==> src/rtl/serial_arith_pkg.sv <==
// rtl/serial_arith_pkg.sv - shared state encoding and default width for the serial arithmetic blocks
package serial_arith_pkg;

    typedef enum logic [1:0] {
        IDLE = 2'd0,
        RUN  = 2'd1,
        DONE = 2'd2
    } state_t;

    localparam int DEFAULT_WIDTH = 8;

endpackage

==> src/rtl/full_adder_cell.sv <==
// rtl/full_adder_cell.sv - 1-bit full adder built from two half adders and an OR
module half_adder (
    input  logic i_a,
    input  logic i_b,
    output logic o_s,
    output logic o_c
);
    assign o_s = i_a ^ i_b;
    assign o_c = i_a & i_b;
endmodule

module full_adder_cell (
    input  logic a,
    input  logic b,
    input  logic cin,
    output logic s,
    output logic cout
);
    logic w_s0;
    logic w_c0;
    logic w_c1;

    half_adder u_ha0 (
        .i_a (a),
        .i_b (b),
        .o_s (w_s0),
        .o_c (w_c0)
    );

    half_adder u_ha1 (
        .i_a (w_s0),
        .i_b (cin),
        .o_s (s),
        .o_c (w_c1)
    );

    // Both half-adder carries can never be high together, so OR equals the sum of them.
    assign cout = w_c0 | w_c1;
endmodule

==> src/rtl/bit_serial_adder_ctrl.sv <==
// rtl/bit_serial_adder_ctrl.sv - LSB-first serial adder controller; BIT_SERIAL_SUB_EN adds a subtract mode
module bit_serial_adder_ctrl
    import serial_arith_pkg::*;
#(
    parameter int WIDTH = DEFAULT_WIDTH,
    localparam int CNT_W = $clog2(WIDTH + 1)
) (
    input  logic             clk,
    input  logic             rst,
    input  logic             start,
    input  logic [WIDTH-1:0] a,
    input  logic [WIDTH-1:0] b,
    input  logic             cin,
`ifdef BIT_SERIAL_SUB_EN
    input  logic             sub,
`endif
    output logic             busy,
    output logic             done,
    output logic [WIDTH-1:0] sum,
    output logic             cout
);

    state_t           r_state;
    logic [WIDTH-1:0] r_a;
    logic [WIDTH-1:0] r_b;
    logic [WIDTH-1:0] r_res;
    logic             r_carry;
    logic [CNT_W-1:0] r_cnt;

    logic             w_s;
    logic             w_c;
    logic [WIDTH-1:0] w_b_load;
    logic             w_c_load;
    logic [WIDTH-1:0] w_res_next;

`ifdef BIT_SERIAL_SUB_EN
    // Two's-complement subtract: a + ~b + 1; cout=1 then means no borrow.
    assign w_b_load = sub ? ~b : b;
    assign w_c_load = sub ? 1'b1 : cin;
`else
    assign w_b_load = b;
    assign w_c_load = cin;
`endif

    full_adder_cell u_fa (
        .a    (r_a[0]),
        .b    (r_b[0]),
        .cin  (r_carry),
        .s    (w_s),
        .cout (w_c)
    );

    assign w_res_next = {w_s, r_res[WIDTH-1:1]};

    always_ff @(posedge clk or posedge rst) begin
        if (rst) begin
            r_state <= IDLE;
            r_a     <= '0;
            r_b     <= '0;
            r_res   <= '0;
            r_carry <= 1'b0;
            r_cnt   <= '0;
            busy    <= 1'b0;
            done    <= 1'b0;
            sum     <= '0;
            cout    <= 1'b0;
        end else begin
            done <= 1'b0;
            case (r_state)
                IDLE: begin
                    if (start) begin
                        r_a     <= a;
                        r_b     <= w_b_load;
                        r_carry <= w_c_load;
                        r_cnt   <= '0;
                        busy    <= 1'b1;
                        r_state <= RUN;
                    end
                end
                RUN: begin
                    r_a     <= {1'b0, r_a[WIDTH-1:1]};
                    r_b     <= {1'b0, r_b[WIDTH-1:1]};
                    r_res   <= w_res_next;
                    r_carry <= w_c;
                    r_cnt   <= r_cnt + 1'b1;
                    if (r_cnt == CNT_W'(WIDTH - 1)) begin
                        sum     <= w_res_next;
                        cout    <= w_c;
                        done    <= 1'b1;
                        r_state <= DONE;
                    end
                end
                DONE: begin
                    busy    <= 1'b0;
                    r_state <= IDLE;
                end
                default: begin
                    busy    <= 1'b0;
                    r_state <= IDLE;
                end
            endcase
        end
    end

endmodule

==> config.mk <==
export PLATFORM = sky130hd
export DESIGN_NAME = bit_serial_adder_ctrl
export DESIGN_NICKNAME = d
export VERILOG_FILES = /design/src/rtl/serial_arith_pkg.sv /design/src/rtl/full_adder_cell.sv /design/src/rtl/bit_serial_adder_ctrl.sv
export SDC_FILE = /design/constraint.sdc
export NUM_CORES = 1
export LEC_CHECK = 0
export CORE_UTILIZATION = 55
export DETAILED_ROUTE_END_ITERATION = 7
export PLACE_DENSITY_LB_ADDON = 0.15
export SLEW_MARGIN = 20
export SYNTH_ARGS = -nofsm -noshare
export SYNTH_HDL_FRONTEND = slang
export SYNTH_HIERARCHICAL = 1
export SYNTH_SLANG_ARGS = --single-unit
==> constraint.sdc <==
create_clock -name clk -period 3.42 [get_ports clk]
set_clock_uncertainty 0.1 [all_clocks]
set_input_delay 0.684 -clock clk [delete_from_list [all_inputs] [get_ports clk]]
set_output_delay 0.684 -clock clk [all_outputs]
set_load 0.1 [all_outputs]
# Word-level counts from Yosys, hierarchy flattened
# Index checks and enable logic that the tools add are counted.
[op_classes]
n_eq_ne = 4
n_reduce_logical = 6
bitwise_logic = 6
muxes = 15
add_sub_neg = 1
[op_table]
columns = ["op", "count"]
rows = [
  ["case mux 8 bit (2 select lines)", 2],
  ["two-way mux 8 bit", 2],
  ["case mux 4 bit (2 select lines)", 1],
  ["AND reduction 2 bit", 4],
  ["adder 4 x 1 -> 4 bit (second input constant)", 1],
  ["equality test 4 x 3 -> 1 bit (second input constant)", 1],
  ["two-way mux 1 bit", 4],
  ["two-way mux 2 bit", 2],
  ["two-way mux 4 bit", 1],
  ["!= test 2 bit (second input constant)", 2],
  ["case mux 1 bit (2 select lines)", 2],
  ["case mux 2 bit (2 select lines)", 1],
  ["AND 1 bit", 2],
  ["equality test 2 x 1 -> 1 bit (second input constant)", 1],
  ["logical NOT 2 bit", 1],
  ["nonzero test 2 bit", 1],
  ["bitwise XOR 1 bit", 2],
  ["NOT 1 bit", 1],
  ["OR 1 bit", 1],
]
[totals]
register_bits = 42
out_inout_bits = 11

# Longest topological paths before layout
[logic_depth]
depth_word = 4
mapped_depth = 5
ltp_nobuf = 5

# By module
# Netlist, hierarchy kept.
[by_module_without_submodules]
columns = ["mod", "cells_per_inst", "seq_area_each_um2", "area_per_inst_um2", "n_inst"]
rows = [
  ["bit_serial_adder_ctrl", 170, 1026.0, 1779.2, 1],
  ["half_adder", 1, 0.0, 12.5, 2],
  ["full_adder_cell", 1, 0.0, 6.3, 1],
]

# Least setup slack after synthesis
# No wires, ideal clock.
[synth_path]
path_kind = "register to output"
from = "register busy"
to = "output busy"
path_buffers = 0
path_stages_with_launch = 1
slack_ns = 1.738
arrival_ns = 0.898
path_cell_list = "dfrtp_1"
[synth_rtl]
columns = ["item", "line_no", "rtl"]
rows = [
  ["start: declaration", "bit_serial_adder_ctrl.sv:17", "output logic busy,"],
  ["start signal: assignment", "bit_serial_adder_ctrl.sv:63", "busy <= 1'b0;"],
  ["start signal: assignment", "bit_serial_adder_ctrl.sv:76", "busy <= 1'b1;"],
  ["start signal: assignment", "bit_serial_adder_ctrl.sv:94", "busy <= 1'b0;"],
]
# No word-level cell between the ends.

# Worst setup path after layout
[layout_path]
from = "input start"
to = "register r_a[7]"
[layout_via]
elab_chain_cells = 2
[layout_lines]
columns = ["item", "line_no", "rtl"]
rows = [
  ["start: declaration", "bit_serial_adder_ctrl.sv:10", "input logic start,"],
  ["!= test 2 bit (no source line)", "--", ""],
  ["AND reduction 2 bit (no source line)", "--", ""],
  ["end signal: assignment", "bit_serial_adder_ctrl.sv:81", "r_a <= {1'b0, r_a[WIDTH-1:1]};"],
  ["end: declaration", "bit_serial_adder_ctrl.sv:24", "logic [WIDTH-1:0] r_a;"],
]
# No other way between the ends.
# A chain may end at the register's enable or synchronous reset.

==> results.json <==
{
  "reg2reg_to": "sum[3]$_DFFE_PP0P_",
  "cts_hold_buf": 0,
  "hpwl_um": 2330,
  "post_cts_buffers": 0,
  "drtIter0Drc": 68,
  "initial_utilization_pct": 58.8,
  "p_seq_share_pct": 36.7,
  "synthesis.area_um2": 1810,
  "end_kind": "register",
  "synth_top_family_by_area": "simple AND/OR/NAND/NOR gates",
  "rows": 20,
  "place_inst": 240,
  "synth_area_leaders": "dfrtp_1, nand2_1, mux2_2, o21ai_0, a21oi_1",
  "synth_compound_area_share_pct": 15.1,
  "hold_start": "r_res[1]$_DFFE_PP0P_",
  "worstReg2RegStart": "r_state[1]$_DFFE_PP0P_",
  "cts_buffers": 5,
  "viasPerCell": 5.57,
  "finalWeightedCongestion": 0.745,
  "wl_um": 3490,
  "nNetsFinal": 226,
  "multiInputGateArea_um2": 739,
  "root_buffer": "clkbuf_4",
  "crit_type": "primary input to register",
  "syn_area_per_cell_um2": 10.5,
  "n_fill_cell": 242,
  "areaGrowthSynthToFinish_pct": 22.7,
  "grt_pass1_vias": 1351,
  "reg2reg_slack_ps": 1390,
  "tns_ps": 0,
  "syn_inst": 173,
  "drcViolationCount": 0,
  "p_comb_share_pct": 46.1,
  "worst-slew-pin-transition_ps": 663,
  "netSwitchingFraction_pct": 45.3,
  "clock_path_buffers": 2,
  "slew_violations": 0,
  "cts_tree": "yes",
  "period_minus_slack_ps": 2200,
  "finalSetupViolations": 0,
  "peakVddDrop_v": 0.000558,
  "arrival_ps": 2360,
  "layout-drive-gt1-share_pct": 16.2,
  "yosysWarnings": 6,
  "via_count": 1382,
  "cp_max_fo": 17,
  "ff2ff_path_depth": 3,
  "final_util_pct": 72.2,
  "yosys.area_share.simple_pct": 17.5,
  "ff_latch_area_um2": 1030,
  "n_antenna_cell": 0,
  "synth_nets": 196,
  "grt_antenna_before_repair": 0,
  "post-synth-top-area-fraction_pct": 56.7,
  "finalCritPeriodShare_pct": 64.3,
  "synth_seq_area_share_pct": 56.7,
  "netlist-cell-type-count": 24,
  "power.internal_w": 0.00123,
  "cts_htree_levels": 2,
  "synth_seq_cells": 41,
  "leakage_nw": 1.04,
  "status": "complete, no violations",
  "die_area_um2": 3530,
  "num_io_pins": 31,
  "synth-xor-area-share_pct": 0,
  "cp.required_ps": 3590,
  "worstSetupStartpointType": "primary input",
  "power_switching_w": 0.00102,
  "hold_depth": 2,
  "ant_nets": 0,
  "hold_end": "r_res[1]$_DFFE_PP0P_",
  "clkSinkCount": 41,
  "fmax_ghz": 0.455,
  "synth_fa_ha_area_share_pct": 2.07,
  "die_x_um": 59.4,
  "fp.dieH_um": 59.4,
  "maxSlewHeadroom_pct": 55.8,
  "grt_pass1_wl_um": 5990,
  "core_area_um2": 3080,
  "power_density_nw_per_um2": 1010,
  "grt_setup_unrepaired": "no",
  "hold_viol": 0,
  "grt-ovfl-total": 0,
  "dr.pass1.iters": 5,
  "grt_usage_pct": 23.6,
  "synth_mux_area_share_pct": 6.15,
  "min_path_type": "register to register",
  "insertion_delay_ps": 360,
  "grt_max_degree": 42,
  "clockPowerShare_pct": 17.2,
  "routedWlPerCell_um": 14.1,
  "clkTransAtPathRegs_ps": 130,
  "final_cells": 248,
  "cts_resized": 0,
  "max_cap_violations": 0,
  "numPortBuffers": 30,
  "synth_largest_area_cell": "dfrtp_1"
}
## power groups by stage
stage | logic [W] | registers, W | clock network (W)
6_report | 0.00104 | 0.000827 | 0.000387
3_3_place_gp | 0.00101 | 0.000821 | 0
5_1_grt | 0.00113 | 0.000850 | 0.000415
2_1_floorplan | 0.000468 | 0.00117 | 0
3_5_place_dp | 0.00104 | 0.000837 | 0
4_1_cts | 0.00105 | 0.000827 | 0.000394
## cells in the final DEF, fill, tap and decap left out, drive strengths merged
cell type / synthesis / final
inv: 1 / 1
nor3: 2 / 2
clkinv: 0 / 1
and2b: 1 / 1
dfrtp: 41 / 41
ha: 3 / 3
bufinv: 0 / 2
mux2i: 1 / 1
clkdlybuf4s50: 0 / 19
nand2: 34 / 34
nor2: 3 / 3
o311ai: 1 / 1
clkbuf: 7 / 5
buf: 3 / 14
or2: 1 / 1
and3b: 5 / 5
mux2: 9 / 9
o21bai: 1 / 1
nor2b: 11 / 11
nand3: 2 / 2
o21ai: 18 / 18
a22oi: 10 / 10
a21oi: 15 / 15
nand2b: 2 / 2
a22o: 2 / 2
## how the worst max path moves through the flow
| stage | from | endpoint | slack, ps | cells past startpoint |
|---|---|---|---|---|
| after global routing | start | r_b[7]$_DFFE_PP0P_ | 1050 | 4 |
| after global placement | start | r_a[1]$_DFFE_PP0P_ | 960 | 5 |
| final | start | r_a[7]$_DFFE_PP0P_ | 1220 | 4 |
| after CTS | start | r_b[0]$_DFFE_PP0P_ | 1220 | 4 |
| after detailed placement | start | r_b[0]$_DFFE_PP0P_ | 860 | 4 |
| after floorplan | rst | busy$_DFFE_PP0P_ | 1690 | 1 |
## cells by family (layout without fill, tap and decap cells)
group | after synthesis | after routing
and+or+nand+nor | 61 | 61
buffers and inverters | 11 | 42
adders and majority gates | 3 | 3
AOI/OAI and AO/OA | 47 | 47
DFF | 41 | 41
muxes | 10 | 10
## sequential cells by signal, indices dropped and copies added (netlist names)
register	count
r_state	2
r_res	7
done	1
r_b	8
r_carry	1
r_a	8
cout	1
r_cnt	4
sum	8
busy	1
## metrics by stage
stage	power [W]	hold slack, ps	setup WS [ps]	cell area (um2)
final	0.00225	391	1220	2220
after global routing	0.00239	423	1050	2220
after CTS	0.00227	391	1220	2220
after detailed placement	0.00188	360	859	2120
after global placement	0.00183	354	965	2120
after floorplan	0.00163	340	1690	1810
## per-layer routing
layer  global-route usage, %  part of all wire, %
met5                       0                    0
met4                    11.2                  2.3
met3                    6.55                  4.3
met2                    37.9                   48
met1                    29.4                   45
## synth_stat cells, drive strengths merged
library cell and count:
and2b 1, or2 1, o21ai 18, inv 1, nor2b 11, mux2i 1, nand2b 2, clkbuf 7
and3b 5, a22oi 10, dfrtp 41, o311ai 1, nand2 34, nor2 3, nand3 2, nor3 2
mux2 9, a22o 2, ha 3, o21bai 1, buf 3, a21oi 15
## worst max-delay path, stage by stage
cell	delay (ps)
clkdlybuf4s50_1	790
nor2b_1	560
a21oi_1	140
o21ai_0	190
## cell type report
class	count	area share, %
tap	44	2.48
timing repair buffer	33	13.3
clock buffer	5	1.69
sequential	41	46.2
inverter	1	0.169
multi-input combinational	121	33.3
clock inverter	3	2.93
Power figures use the tool's default switching activity.
